<file path="src/rtl/udar_pkg.sv">
// Shared UDAR definitions: frame bytes, park position,
// scan sequencer and record serializer state encodings.
package udar_pkg;

  localparam logic [7:0] f_init      = 8'hA0;
  localparam logic [7:0] f_init_ack  = 8'hA1;
  localparam logic [7:0] f_servo     = 8'hA2;
  localparam logic [7:0] f_servo_ack = 8'hA3;
  localparam logic [7:0] f_trig      = 8'hA4;
  localparam logic [7:0] f_trig_ack  = 8'hA5;
  localparam logic [7:0] f_scan_rec  = 8'hAD;

  localparam int PARK_POS  = 150;
  localparam int REC_BYTES = 5;
  localparam int REC_W     = 8 * REC_BYTES;

  typedef enum logic [2:0] {
    SC_IDLE,
    SC_MOVE,
    SC_SETTLE,
    SC_TRIG,
    SC_WAIT,
    SC_SEND,
    SC_STEP,
    SC_FIN
  } scan_state_e;

  typedef enum logic [1:0] {
    RT_IDLE,
    RT_SEND,
    RT_ACK_HI,
    RT_ACK_LO
  } rec_state_e;

  // byte 0 is the most significant byte of the record
  function automatic logic [7:0] rec_byte(
    input logic [REC_W-1:0] rec,
    input logic [2:0]       idx
  );
    return rec[8*(REC_BYTES-1-int'(idx)) +: 8];
  endfunction

endpackage

</file>
<file path="src/rtl/scan_rec_tx.sv">
// 5-byte scan record serializer towards serial_t.
// A record is never truncated; abort is only reported back.
module scan_rec_tx
  import udar_pkg::*;
(
  input  logic             clk,
  input  logic             rst_n,
  input  logic             start,
  input  logic [REC_W-1:0] rec,
  input  logic             abort_req,
  output logic             done,
  output logic             aborted,
  output logic [7:0]       tx_data,
  output logic             tx_send,
  input  logic             tx_busy
);

  rec_state_e  state_q, state_d;
  logic [2:0]  idx_q, idx_d;
  logic        ab_q, ab_d;
  logic        last;

  assign last = (idx_q == 3'(REC_BYTES - 1));

  // state, byte index and latched abort
  always_ff @(posedge clk or negedge rst_n) begin
    if (!rst_n) begin
      state_q <= RT_IDLE;
      idx_q   <= '0;
      ab_q    <= 1'b0;
    end else begin
      state_q <= state_d;
      idx_q   <= idx_d;
      ab_q    <= ab_d;
    end
  end

  // handshake sequencing: send, see busy rise, see busy fall
  always_comb begin
    state_d = state_q;
    idx_d   = idx_q;
    ab_d    = ab_q;
    if (state_q != RT_IDLE && abort_req) begin
      ab_d = 1'b1;
    end
    unique case (state_q)
      RT_IDLE: begin
        if (start) begin
          idx_d   = '0;
          ab_d    = 1'b0;
          state_d = RT_SEND;
        end
      end
      RT_SEND: begin
        if (!tx_busy) state_d = RT_ACK_HI;
      end
      RT_ACK_HI: begin
        if (tx_busy) state_d = RT_ACK_LO;
      end
      RT_ACK_LO: begin
        if (!tx_busy) begin
          if (last) begin
            state_d = RT_IDLE;
          end else begin
            idx_d   = idx_q + 3'd1;
            state_d = RT_SEND;
          end
        end
      end
      default: state_d = RT_IDLE;
    endcase
  end

  // strobe, byte and completion outputs
  always_comb begin
    tx_send = (state_q == RT_SEND) && !tx_busy;
    tx_data = tx_send ? rec_byte(rec, idx_q) : 8'h00;
    done    = (state_q == RT_ACK_LO) && !tx_busy && last;
    aborted = ab_q | abort_req;
  end

endmodule

</file>
<file path="src/rtl/scan_sched.sv">
// Raster-scan sequencer for the UDAR head: moves servos,
// settles, triggers hcsr04 and streams one record per point.
module scan_sched
  import udar_pkg::*;
#(
  parameter int POS_LEN    = 8,
  parameter int CAP_LEN    = 16,
  parameter int X_MIN      = 50,
  parameter int X_MAX      = 250,
  parameter int X_STEP     = 10,
  parameter int Y_MIN      = 50,
  parameter int Y_MAX      = 250,
  parameter int Y_STEP     = 10,
  parameter int PARK       = PARK_POS,
  parameter int SETTLE_CYC = 1000,
  parameter int MEAS_TO    = 4000,
  parameter int CNT_LEN    = 16
) (
  input  logic               clk,
  input  logic               rst_n,
  input  logic               start,
  input  logic               abort,
  output logic               busy,
  output logic               done,
  output logic [POS_LEN-1:0] pos_x,
  output logic [POS_LEN-1:0] pos_y,
  output logic               hc_en,
  input  logic               hc_done,
  input  logic [CAP_LEN-1:0] hc_len,
  output logic [7:0]         tx_data,
  output logic               tx_send,
  input  logic               tx_busy
);

  if (X_MIN > X_MAX) begin : g_bad_x
    $error("scan_sched: X_MIN > X_MAX");
  end
  if (Y_MIN > Y_MAX) begin : g_bad_y
    $error("scan_sched: Y_MIN > Y_MAX");
  end

  localparam logic [POS_LEN-1:0] PK   = POS_LEN'(PARK);
  localparam logic [POS_LEN-1:0] XLO  = POS_LEN'(X_MIN);
  localparam logic [POS_LEN-1:0] YLO  = POS_LEN'(Y_MIN);
  localparam logic [POS_LEN:0]   XS   = (POS_LEN+1)'(X_STEP);
  localparam logic [POS_LEN:0]   YS   = (POS_LEN+1)'(Y_STEP);
  localparam logic [POS_LEN:0]   XHI  = (POS_LEN+1)'(X_MAX);
  localparam logic [POS_LEN:0]   YHI  = (POS_LEN+1)'(Y_MAX);
  localparam logic [CNT_LEN-1:0] SETL = CNT_LEN'(SETTLE_CYC - 1);
  localparam logic [CNT_LEN-1:0] TOUT = CNT_LEN'(MEAS_TO - 1);

  scan_state_e          state_q, state_d;
  logic [POS_LEN-1:0]   x_q, x_d, y_q, y_d;
  logic [POS_LEN-1:0]   px_q, px_d, py_q, py_d;
  logic [CNT_LEN-1:0]   cnt_q, cnt_d;
  logic [CAP_LEN-1:0]   len_q, len_d;
  logic [POS_LEN:0]     x_nx, y_nx;
  logic                 x_fit, y_fit;
  logic [REC_W-1:0]     rec;
  logic                 rec_start, rec_abort;
  logic                 rec_done, rec_aborted;

  // one extra bit so a step past the top bound cannot wrap
  assign x_nx  = {1'b0, x_q} + XS;
  assign y_nx  = {1'b0, y_q} + YS;
  assign x_fit = (x_nx <= XHI);
  assign y_fit = (y_nx <= YHI);

  assign rec = {f_scan_rec, 8'(x_q), 8'(y_q), 16'(len_q)};

  assign pos_x = px_q;
  assign pos_y = py_q;

  // state register and datapath registers
  always_ff @(posedge clk or negedge rst_n) begin
    if (!rst_n) begin
      state_q <= SC_IDLE;
      x_q     <= XLO;
      y_q     <= YLO;
      px_q    <= PK;
      py_q    <= PK;
      cnt_q   <= '0;
      len_q   <= '0;
    end else begin
      state_q <= state_d;
      x_q     <= x_d;
      y_q     <= y_d;
      px_q    <= px_d;
      py_q    <= py_d;
      cnt_q   <= cnt_d;
      len_q   <= len_d;
    end
  end

  // next state: grid walk, settle/timeout counting, abort
  always_comb begin
    state_d = state_q;
    x_d     = x_q;
    y_d     = y_q;
    px_d    = px_q;
    py_d    = py_q;
    cnt_d   = cnt_q;
    len_d   = len_q;
    unique case (state_q)
      SC_IDLE: begin
        if (start) begin
          x_d     = XLO;
          y_d     = YLO;
          px_d    = XLO;
          py_d    = YLO;
          state_d = SC_MOVE;
        end
      end
      SC_MOVE: begin
        cnt_d   = '0;
        state_d = SC_SETTLE;
      end
      SC_SETTLE: begin
        if (cnt_q == SETL) begin
          state_d = SC_TRIG;
        end else begin
          cnt_d = cnt_q + 1'b1;
        end
      end
      SC_TRIG: begin
        if (!hc_done) begin
          cnt_d   = '0;
          state_d = SC_WAIT;
        end
      end
      SC_WAIT: begin
        if (hc_done) begin
          len_d   = hc_len;
          state_d = SC_SEND;
        end else if (cnt_q == TOUT) begin
          len_d   = '1;
          state_d = SC_SEND;
        end else begin
          cnt_d = cnt_q + 1'b1;
        end
      end
      SC_SEND: begin
        if (rec_done) begin
          state_d = rec_aborted ? SC_IDLE : SC_STEP;
        end
      end
      SC_STEP: begin
        if (x_fit) begin
          x_d     = x_nx[POS_LEN-1:0];
          state_d = SC_MOVE;
        end else if (y_fit) begin
          x_d     = XLO;
          y_d     = y_nx[POS_LEN-1:0];
          state_d = SC_MOVE;
        end else begin
          state_d = SC_FIN;
        end
        px_d = x_d;
        py_d = y_d;
      end
      SC_FIN: begin
        state_d = SC_IDLE;
      end
      default: state_d = SC_IDLE;
    endcase
    // outside a record, abort stops at once
    if (abort && state_q != SC_IDLE && state_q != SC_SEND
        && state_q != SC_FIN) begin
      state_d = SC_IDLE;
    end
    if (state_d == SC_IDLE || state_d == SC_FIN) begin
      px_d = PK;
      py_d = PK;
    end
  end

  // Moore outputs and record handoff
  always_comb begin
    busy      = (state_q != SC_IDLE);
    done      = (state_q == SC_FIN);
    hc_en     = (state_q == SC_TRIG);
    rec_start = (state_q == SC_WAIT) && (state_d == SC_SEND);
    rec_abort = abort && (state_q == SC_SEND);
  end

  scan_rec_tx u_rec (
    .clk       (clk),
    .rst_n     (rst_n),
    .start     (rec_start),
    .rec       (rec),
    .abort_req (rec_abort),
    .done      (rec_done),
    .aborted   (rec_aborted),
    .tx_data   (tx_data),
    .tx_send   (tx_send),
    .tx_busy   (tx_busy)
  );

endmodule

</file>
<file path="config.mk">
export PLATFORM = sky130hd
export DESIGN_NAME = scan_sched
export DESIGN_NICKNAME = d
export VERILOG_FILES = /design/src/rtl/udar_pkg.sv /design/src/rtl/scan_rec_tx.sv /design/src/rtl/scan_sched.sv
export SDC_FILE = /design/constraint.sdc
export NUM_CORES = 1
export LEC_CHECK = 0
export CELL_PAD_IN_SITES_DETAIL_PLACEMENT = 2
export CELL_PAD_IN_SITES_GLOBAL_PLACEMENT = 2
export CORE_UTILIZATION = 38
export CTS_CLUSTER_DIAMETER = 200
export DETAILED_ROUTE_END_ITERATION = 6
export GPL_ROUTABILITY_DRIVEN = 1
export PLACE_DENSITY_LB_ADDON = 0.08
export SETUP_SLACK_MARGIN = 0.2
export SYNTH_ARGS = -nofsm -noshare
export SYNTH_HDL_FRONTEND = slang
export SYNTH_SLANG_ARGS = --single-unit
export TNS_END_PERCENT = 50
</file>
<file path="constraint.sdc">
create_clock -name clk -period 6.8 [get_ports clk]
set_input_delay 0.68 -clock clk [delete_from_list [all_inputs] [get_ports clk]]
set_output_delay 0.68 -clock clk [all_outputs]
set_load 0.02 [all_outputs]
</file>
* Word-level counts from Yosys, hierarchy flattened
Index checks and enable logic that the tools add are counted.
** Storage, ports and cells
- Register bits after elaboration :: 73
- Input port bits :: 22
- Output and inout port bits :: 28
- Word-level logic and storage cells :: 115
** Cells by class
- $add $sub $neg :: 5
- Order comparisons :: 2
- Eq/ne operators :: 28
- Shift operators :: 1
- Multiplexer cells :: 41
- Bitwise gates (word level) :: 1
- Reductions and logical operators :: 27
** Operators by type and width (count)
- two-way mux 16 bit :: 6
- two-way mux 8 bit :: 8
- case mux 16 bit (4 select lines) :: 1
- indexed part select 40 x 32 -> 8 bit :: 1
- two-way mux 3 bit :: 13
- case mux 8 bit (2 select lines) :: 2
- case mux 3 bit (8 select lines) :: 1
- == test 3 bit (second input constant) :: 7
- inequality test 2 bit (second input constant) :: 10
- adder 8 x 4 -> 9 bit (second input constant) :: 2
- less-or-equal comparator 9 x 8 -> 1 bit (second input constant) :: 2
- adder 16 x 1 -> 16 bit (second input constant) :: 1
- == test 16 x 10 -> 1 bit (second input constant) :: 1
- == test 16 x 12 -> 1 bit (second input constant) :: 1
- logical AND 1 bit :: 9
- inequality test 3 bit (second input constant) :: 3
- two-way mux 2 bit :: 4
- case mux 2 bit (4 select lines) :: 1
- AND reduction 4 bit :: 2
- nonzero test 2 bit :: 4
- == test 3 x 2 -> 1 bit (second input constant) :: 2
- zero test 3 bit :: 2
- case mux 3 bit (2 select lines) :: 1
- AND reduction 2 bit :: 3
- 13 further kinds :: 18

* Longest topological paths before layout
Gate-level depths: netlist of run 1.
- Depth after elaboration :: 11
- Depth in mapped cells :: 11
- Gate-level depth less buffers :: 9

* Hierarchy
From an unflattened synthesis of run 1, not the netlist that was laid out.
** Unflattened totals
- Cell total of the unflattened synthesis :: 464
- Area total of the unflattened synthesis :: 4488.1 µm²
** By module, submodules not included
- scan_sched :: times used 1, cells each 364, area each 3588.4 µm², seq. area each 1694.1 µm²
- scan_rec_tx :: times used 1, cells each 100, area each 899.6 µm², seq. area each 150.1 µm²

* Least setup slack after synthesis of run 1
OpenSTA, ideal clock, no wires.
- Kind :: flip-flop to output port
- From :: reg u_rec.idx_q[0]
- To :: out tx_data[0]
- Arrival :: 2.152 ns
- Required time :: 6.120 ns
- Slack :: 3.968 ns
- Cell stages (with the launch flop) :: 8
- Path buffers :: 1
- Cells stage by stage :: dfrtp_1 -> clkbuf_1 -> inv_1 -> ha_1 -> ha_1 -> o21ai_0 -> nand3_1 -> nor2_1
** Between the ends
- Cells in the longest elaborated chain, start to end :: 3
** Ends and longest elaborated chain
- from (decl) :: RTL line scan_rec_tx.sv:19 : logic [2:0] idx_q, idx_d;
- from (signal assigned) :: RTL line scan_rec_tx.sv:33 : idx_q <= idx_d;
- subtractor 3 x 3 -> 4 bit :: RTL line udar_pkg.sv:40 : return rec[8*(REC_BYTES-1-int'(idx)) +: 8];
- indexed part select 40 x 32 -> 8 bit :: RTL line udar_pkg.sv:40
- two-way mux 8 bit :: RTL line scan_rec_tx.sv:77 : tx_data = tx_send ? rec_byte(rec, idx_q) : 8'h00;
- to (decl) :: RTL line scan_sched.sv:30 : output logic [7:0] tx_data,
No other way between the ends.

* Final worst setup path of run 1
- From :: reg u_rec.idx_q[0]
- To :: out tx_data[5]
The elaborated chain is that of the path after synthesis.

==> results of run 1 <==
-- cells by family (layout without fill, tap and decap cells) --
group	after synthesis	after routing	synth area share [%]
simple gates	175	175	20.8
compound gates	132	132	21.6
flops	73	73	43.3
buf+inv	40	80	3.99
xor+xnor	13	13	2.67
fa+ha+maj	10	10	2.94
mux	10	10	4.73
-- state kept, by name, indices dropped and copies added (netlist names) --
register       cells
u_rec.idx_q        3
pos_x              8
state_q            3
cnt_q             16
pos_y              8
u_rec.state_q      2
x_q                8
len_q             16
u_rec.ab_q         1
y_q                8
-- worst min path at each step --
stage / startpoint / to / slack [ns] / cells after the start
3_5_place_dp: pos_y[7]$_DFFE_PN1P_ / pos_y[7]$_DFFE_PN1P_ / 0.49 / 2
4_1_cts: len_q[11]$_DFFE_PN0P_ / len_q[11]$_DFFE_PN0P_ / 0.51 / 1
2_1_floorplan: rst_n / cnt_q[0]$_DFFE_PN0P_ / 0.38 / 0
3_3_place_gp: pos_y[7]$_DFFE_PN1P_ / pos_y[7]$_DFFE_PN1P_ / 0.47 / 2
5_1_grt: pos_y[7]$_DFFE_PN1P_ / pos_y[7]$_DFFE_PN1P_ / 0.52 / 2
6_report: len_q[14]$_DFFE_PN0P_ / len_q[14]$_DFFE_PN0P_ / 0.51 / 1
-- final cells by class --
| class | count | area (µm²) |
|---|---|---|
| fillers | 1176 | 5880 |
| flip-flops and latches | 73 | 1840 |
| clock inverters | 6 | 57.6 |
| inverters | 13 | 48.8 |
| clock buffers | 10 | 138 |
| repair buffers | 51 | 500 |
| well taps | 140 | 175 |
| multi-input cells | 340 | 2250 |
-- routing by layer --
layer	vias up	GRT usage (%)	part of all wire (%)
met5	-	0	0
met4	0	8.90	1.6
met3	18	2.60	2.5
met2	73	39.8	48
met1	1936	33.9	48
li1	1751	-	-
-- synth_stat cells, types with 2 or more instances --
library cell  instances
a211o_1               3
a211oi_1              3
a21o_1                4
a21oi_1              24
a221o_1               4
a22o_1                2
a22oi_1               3
a31o_2                3
a31oi_1              13
and2_1                3
and3_1                9
and4_1                3
buf_2                 4
buf_6                 2
clkbuf_1             20
dfrtp_1              59
dfstp_2              14
ha_1                 10
inv_1                12
mux4_2                8
nand2_1              38
nand2b_1              8
nand3_1              23
nand3b_1              4
nor2_1               45
nor2b_1               5
nor3_1               11
nor3b_1               4
nor4_1                5
nor4b_1               3
o211ai_1              2
o21a_1                3
o21ai_0              25
o21bai_1              3
o22a_1               16
o22ai_1               4
o31ai_1               8
or3_1                 6
or4_1                 2
xnor2_1              11
xor2_1                2
-- report_power, final --
group	internal [mW]	switching [mW]	leakage (nW)
clock	0.177	0.173	0.102
sequential	0.475	0.0547	0.954
combinational	0.193	0.233	1.01
-- metrics by stage --
stage | hold slack [ns] | std cells | setup WS [ns] | cell area [µm²] | utilization (%)
2_1_floorplan | 0.384 | 453 | 3.97 | 4260 | -
3_3_place_gp | 0.471 | 617 | 3.55 | 4820 | 44.2
3_5_place_dp | 0.490 | 617 | 3.30 | 4820 | 44.2
4_1_cts | 0.515 | 633 | 2.90 | 5010 | 46.0
5_1_grt | 0.522 | 633 | 2.67 | 5010 | 46.0
6_report | 0.511 | 633 | 3.00 | 5010 | 46.0
-- critical path, stage by stage (launching register included) --
cell and delay (ns):
dfrtp_1 0.78, inv_1 0.14, ha_1 0.24, ha_1 0.37
o21ai_0 0.24, nand3_1 0.21, nor2_1 0.17, clkdlybuf4s50_1 0.62
==> impl_metrics.ini, run 1 <==
[place]
gp_congestion = 0.794
dpl.hpwl_um = 9440
numPortBuffers = 49

[die]
core_um2 = 10900
die_h_um = 108
start_util_pct = 39.1
dieArea_um2 = 11600
io_pins = 50
row_count = 38
die_w_um = 108

[finish]
final_common_cell = dfrtp_1
final_cell_mix = dfrtp_1 (59), clkdlybuf4s50_1 (48), nor2_1 (45)
fin_nets = 520
antennaDiodeCount = 0
area_delta_synth_final_pct = 17.6
drive_gt1_share_pct = 9.94

[setup_path]
arrival_ns = 3.12
reg2reg_from = state_q[2]$_DFF_PN0_
path_class = flip-flop to primary output
r2r-end = pos_x[4]$_DFFE_PN1P_
cp-startpoint = u_rec.idx_q[0]$_DFFE_PN0P_
worstRegToRegCells = 7
rrSetupSlack_ns = 3.58
endpoint_kind = primary output
path_max_fanout = 14
crit_path_start_kind = flip-flop
cp.required_ns = 6.12
setup.worst_path.end = tx_data[5]

[sta]
clock-skew-final_ns = 0.00851
slew_viol_final = 0
fmax_mhz = 263
hold_viol_final = 0
period_share_pct = 55.9
fin_setup_tns_ns = 0
min_period_ns = 3.80
rsz0062_at_grt = false
setup_violations = 0
maxSlewHeadroom_pct = 23.5
tightestPinTransition_ns = 1.14

[cts]
cts_made_buffers = 9
root_buffer = clkbuf_8
clockBufferDepth = 2
clock_latency_ns = 0.36
htree_levels = 3
numClockSinks = 73
cts_setup_buffers = 0
cts_resized = 0
cts_tree = built
ctsHoldBuffers = 0
clkTransAtPathRegs_ns = 0.08

[yosys]
synth_top_area_share_pct = 34.6
yosys_most_used_dff = dfrtp_1
synth.distinct_cells = 63
ys_seq_area_share_pct = 43.3
synth_area_um2 = 4260
synth_top_area_cell = dfrtp_1
synth_nets = 485
yosys-top-cells-area = dfrtp_1 (35%), dfstp_2 (8.6%), mux4_2 (4.2%)
ys_seq_elements = 73
avgSynthCellArea_um2 = 9.41
yosysWarnings = 0
async_flop_share_pct = 100
synth_edf_count = 0
synth_cells = 453

[global_routing]
grt_pass1_vias = 4094
grt_pass1_wl_um = 21700
grt_usage_pct = 24.5
antenna_found_initial = 0
grt_max_degree = 74
overflow = 0

[min_path]
hold_class = flip-flop to flip-flop

[power]
powerDensity_nw_per_um2 = 261
p_total_mw = 1.31
leakage_nw = 2.06
ir_worst_vdd_uv = 124

[routing]
drt_wl_total_um = 13300
viasPerCell = 5.97
vias = 3778
drc = 0
route.antenna.remaining_nets = 0
wl_per_cell_um = 21.0
drtIter0Drc = 138
drt-pass1-iter-count = 4

[status]
outcome = finished clean

[run]
max-cap-violations = 0
Note: power is estimated with default switching activity, not from simulation.
==> run 2, diff against run 1 <==
--- a/config.mk
+++ b/config.mk
@@ -7,7 +7,7 @@
 export LEC_CHECK = 0
 export CELL_PAD_IN_SITES_DETAIL_PLACEMENT = 2
 export CELL_PAD_IN_SITES_GLOBAL_PLACEMENT = 2
-export CORE_UTILIZATION = 38
+export CORE_UTILIZATION = 35
 export CTS_CLUSTER_DIAMETER = 200
 export DETAILED_ROUTE_END_ITERATION = 6
 export GPL_ROUTABILITY_DRIVEN = 1
==> constraint.sdc (replaced) <==
create_clock -name clk -period 3.7 [get_ports clk]
set_input_delay 0.37 -clock clk [delete_from_list [all_inputs] [get_ports clk]]
set_output_delay 0.37 -clock clk [all_outputs]
set_load 0.02 [all_outputs]
==> run 2 against run 1 <==
Effect of this change: the run now ends with DRC left; highest routed layer unchanged; design area grew 2.2%; critical endpoint is now tx_data[7]; largest cell class unchanged; first-iteration DRC count grew 2.2%; cell count up 0.95%; clock power is 130% higher; register-to-register slack worse by 2.9 ns.
==> impl_metrics.ini, run 2 (synthesis gave the netlist of run 1 again) <==
[die]
row_count = 39
die_h_um = 112
start_util_pct = 36.5
die_w_um = 112
io_pins = 50
dieArea_um2 = 12600
core_um2 = 11700

[finish]
seqCellArea_um2 = 1850
final_cell_mix = dfrtp_1 (58), clkdlybuf4s50_1 (48), nor2_1 (45)
n_fill_cell = 1269
reg.largest.list = cnt_q x16, len_q x16
final_common_cell = dfrtp_1
antennaDiodeCount = 0
fin_nets = 523
multi_input_area_um2 = 2250
drive_gt1_share_pct = 10.3
area_delta_synth_final_pct = 20.2

[status]
violations = DRC
outcome = complete, but fails checks

[place]
gp_congestion = 0.768
numPortBuffers = 49
dpl.hpwl_um = 9090

[power]
p_seq_share_pct = 38.1
clkPwrFrac_pct = 31.8
leakage_nw = 2.12
comb_power_share_pct = 30.1
internal-power_mw = 1.72
switching_share_pct = 32.9
powerDensity_nw_per_um2 = 500
p_sw_mw = 0.843
ir_worst_vdd_uv = 173

[setup_path]
crit_path_max_incr_delay_ns = 0.62
arrival_ns = 2.77
path_buf_inv = 2
cp.required_ns = 3.33
endpoint_kind = primary output
rrSetupSlack_ns = 0.71
crit_chain = inv_1, ha_1, ha_1, a22oi_1, nand3_1, nor2_1, clkdlybuf4s50_1
path_max_fanout = 14
crit_path_start_kind = flip-flop
path_class = flip-flop to primary output
slowest_stage = clkdlybuf4s50_1
cp_common_cell = ha_1
cp_top_family = buffers and inverters
worstRegToRegCells = 7
reg2reg_from = y_q[1]$_DFFE_PN1P_
r2r-end = pos_y[6]$_DFFE_PN0P_

[routing]
drt-pass1-iter-count = 6
vias = 3714
viasPerCell = 5.81
drtIter0Drc = 141
drc = 6
drt_wl_total_um = 13000
route.antenna.remaining_nets = 0
wl_per_cell_um = 20.3

[run]
max-cap-violations = 0

[sta]
hold_ws_ns = 0.166
hold_viol_final = 0
maxSlewHeadroom_pct = 35.1
period_share_pct = 84.8
min_period_ns = 3.14
fin_setup_tns_ns = 0
rsz0062_at_grt = false
fmax_mhz = 319
tightestPinTransition_ns = 0.974
clock-skew-final_ns = 0.00715
slew_viol_final = 0
setup_violations = 0

[cts]
root_buffer = clkbuf_16
clkTransAtPathRegs_ns = 0.05
numClockSinks = 73
htree_levels = 3
clockBufferDepth = 2
cts_tree = built
cts_made_buffers = 9
clock_latency_ns = 0.34

[min_path]
hold_class = primary input to asynchronous set/reset pin

[global_routing]
grt_usage_pct = 22.4
grt_pass1_wl_um = 22100
antenna_found_initial = 0
grt_pass1_vias = 4110
grt_max_degree = 74
overflow = 0
[run 2: changes by cell type in the layout (fill, tap and decap cells not counted), sizes merged]
cell,previous run,this run
buf,3,6
clkbuf,10,13
clkinv,4,3
bufinv,1,0
clkinvlp,1,0
[run 2: how the worst max path moves through the flow]
| stage | startpoint | to | slack (ns) | cells after the start |
|---|---|---|---|---|
| 2_1_floorplan | u_rec.idx_q[0]$_DFFE_PN0P_ | tx_data[0] | 1.18 | 7 |
| 3_3_place_gp | u_rec.idx_q[0]$_DFFE_PN0P_ | tx_data[7] | 0.75 | 7 |
| 3_5_place_dp | u_rec.idx_q[0]$_DFFE_PN0P_ | tx_data[7] | 0.67 | 7 |
| 4_1_cts | u_rec.idx_q[0]$_DFFE_PN0P_ | tx_data[7] | 0.30 | 7 |
| 5_1_grt | u_rec.idx_q[0]$_DFFE_PN0P_ | tx_data[7] | 0.33 | 7 |
| 6_report | u_rec.idx_q[0]$_DFFE_PN0P_ | tx_data[7] | 0.56 | 7 |
[run 2: area by class of cell]
class	count	share of cell area [%]
Inverter	13	0.953
Timing Repair Buffer	54	10.3
Sequential cell	73	36.0
Tap cell	143	3.49
Multi-Input combinational cell	340	43.9
Clock inverter	3	0.293
Clock buffer	13	5.08
[run 2: worst register-to-register path, delay by kind of cell (launching register included)]
family	cells	cell delay (ns)
simple gates	2	1.00
compound gates	4	0.99
fa+ha+maj	1	0.31
flops	1	0.61
[run 2: stage by stage]
stage | area [µm²] | power, mW | cells | util [%] | worst slack, ns
final | 5120 | 2.56 | 639 | 43.9 | 0.561
after global routing | 5120 | 2.72 | 639 | 43.9 | 0.326
after CTS | 5120 | 2.60 | 639 | 43.9 | 0.302
after detailed placement | 4840 | 1.76 | 623 | 41.5 | 0.670
after global placement | 4840 | 1.74 | 623 | 41.5 | 0.750
after floorplan | 4260 | 1.50 | 453 | - | 1.18
[run 2: power by group through the flow]
stage | Combinational, mW | Clock [mW] | Sequential (mW)
global route | 0.856 | 0.867 | 0.992
detailed placement | 0.778 | 0 | 0.987
finish | 0.771 | 0.815 | 0.974
global placement | 0.758 | 0 | 0.982
CTS | 0.783 | 0.843 | 0.974
floorplan | 0.529 | 0 | 0.966
[run 2: timing repair]
item                                    in CTS  in global routing
endpoints found under the setup margin       0                  5
hold buffers                                 0                  0
setup buffers                                0                  0
gates resized for setup                      0                  1
[run 2: per-layer routing]
metal | global-route usage (%) | vias up | share of wire, %
met5 | 0 | - | 0
met4 | 7.02 | 0 | 1.3
met3 | 3.13 | 13 | 2.6
met2 | 36.0 | 50 | 46
met1 | 31.5 | 1901 | 50
li1 | - | 1750 | -
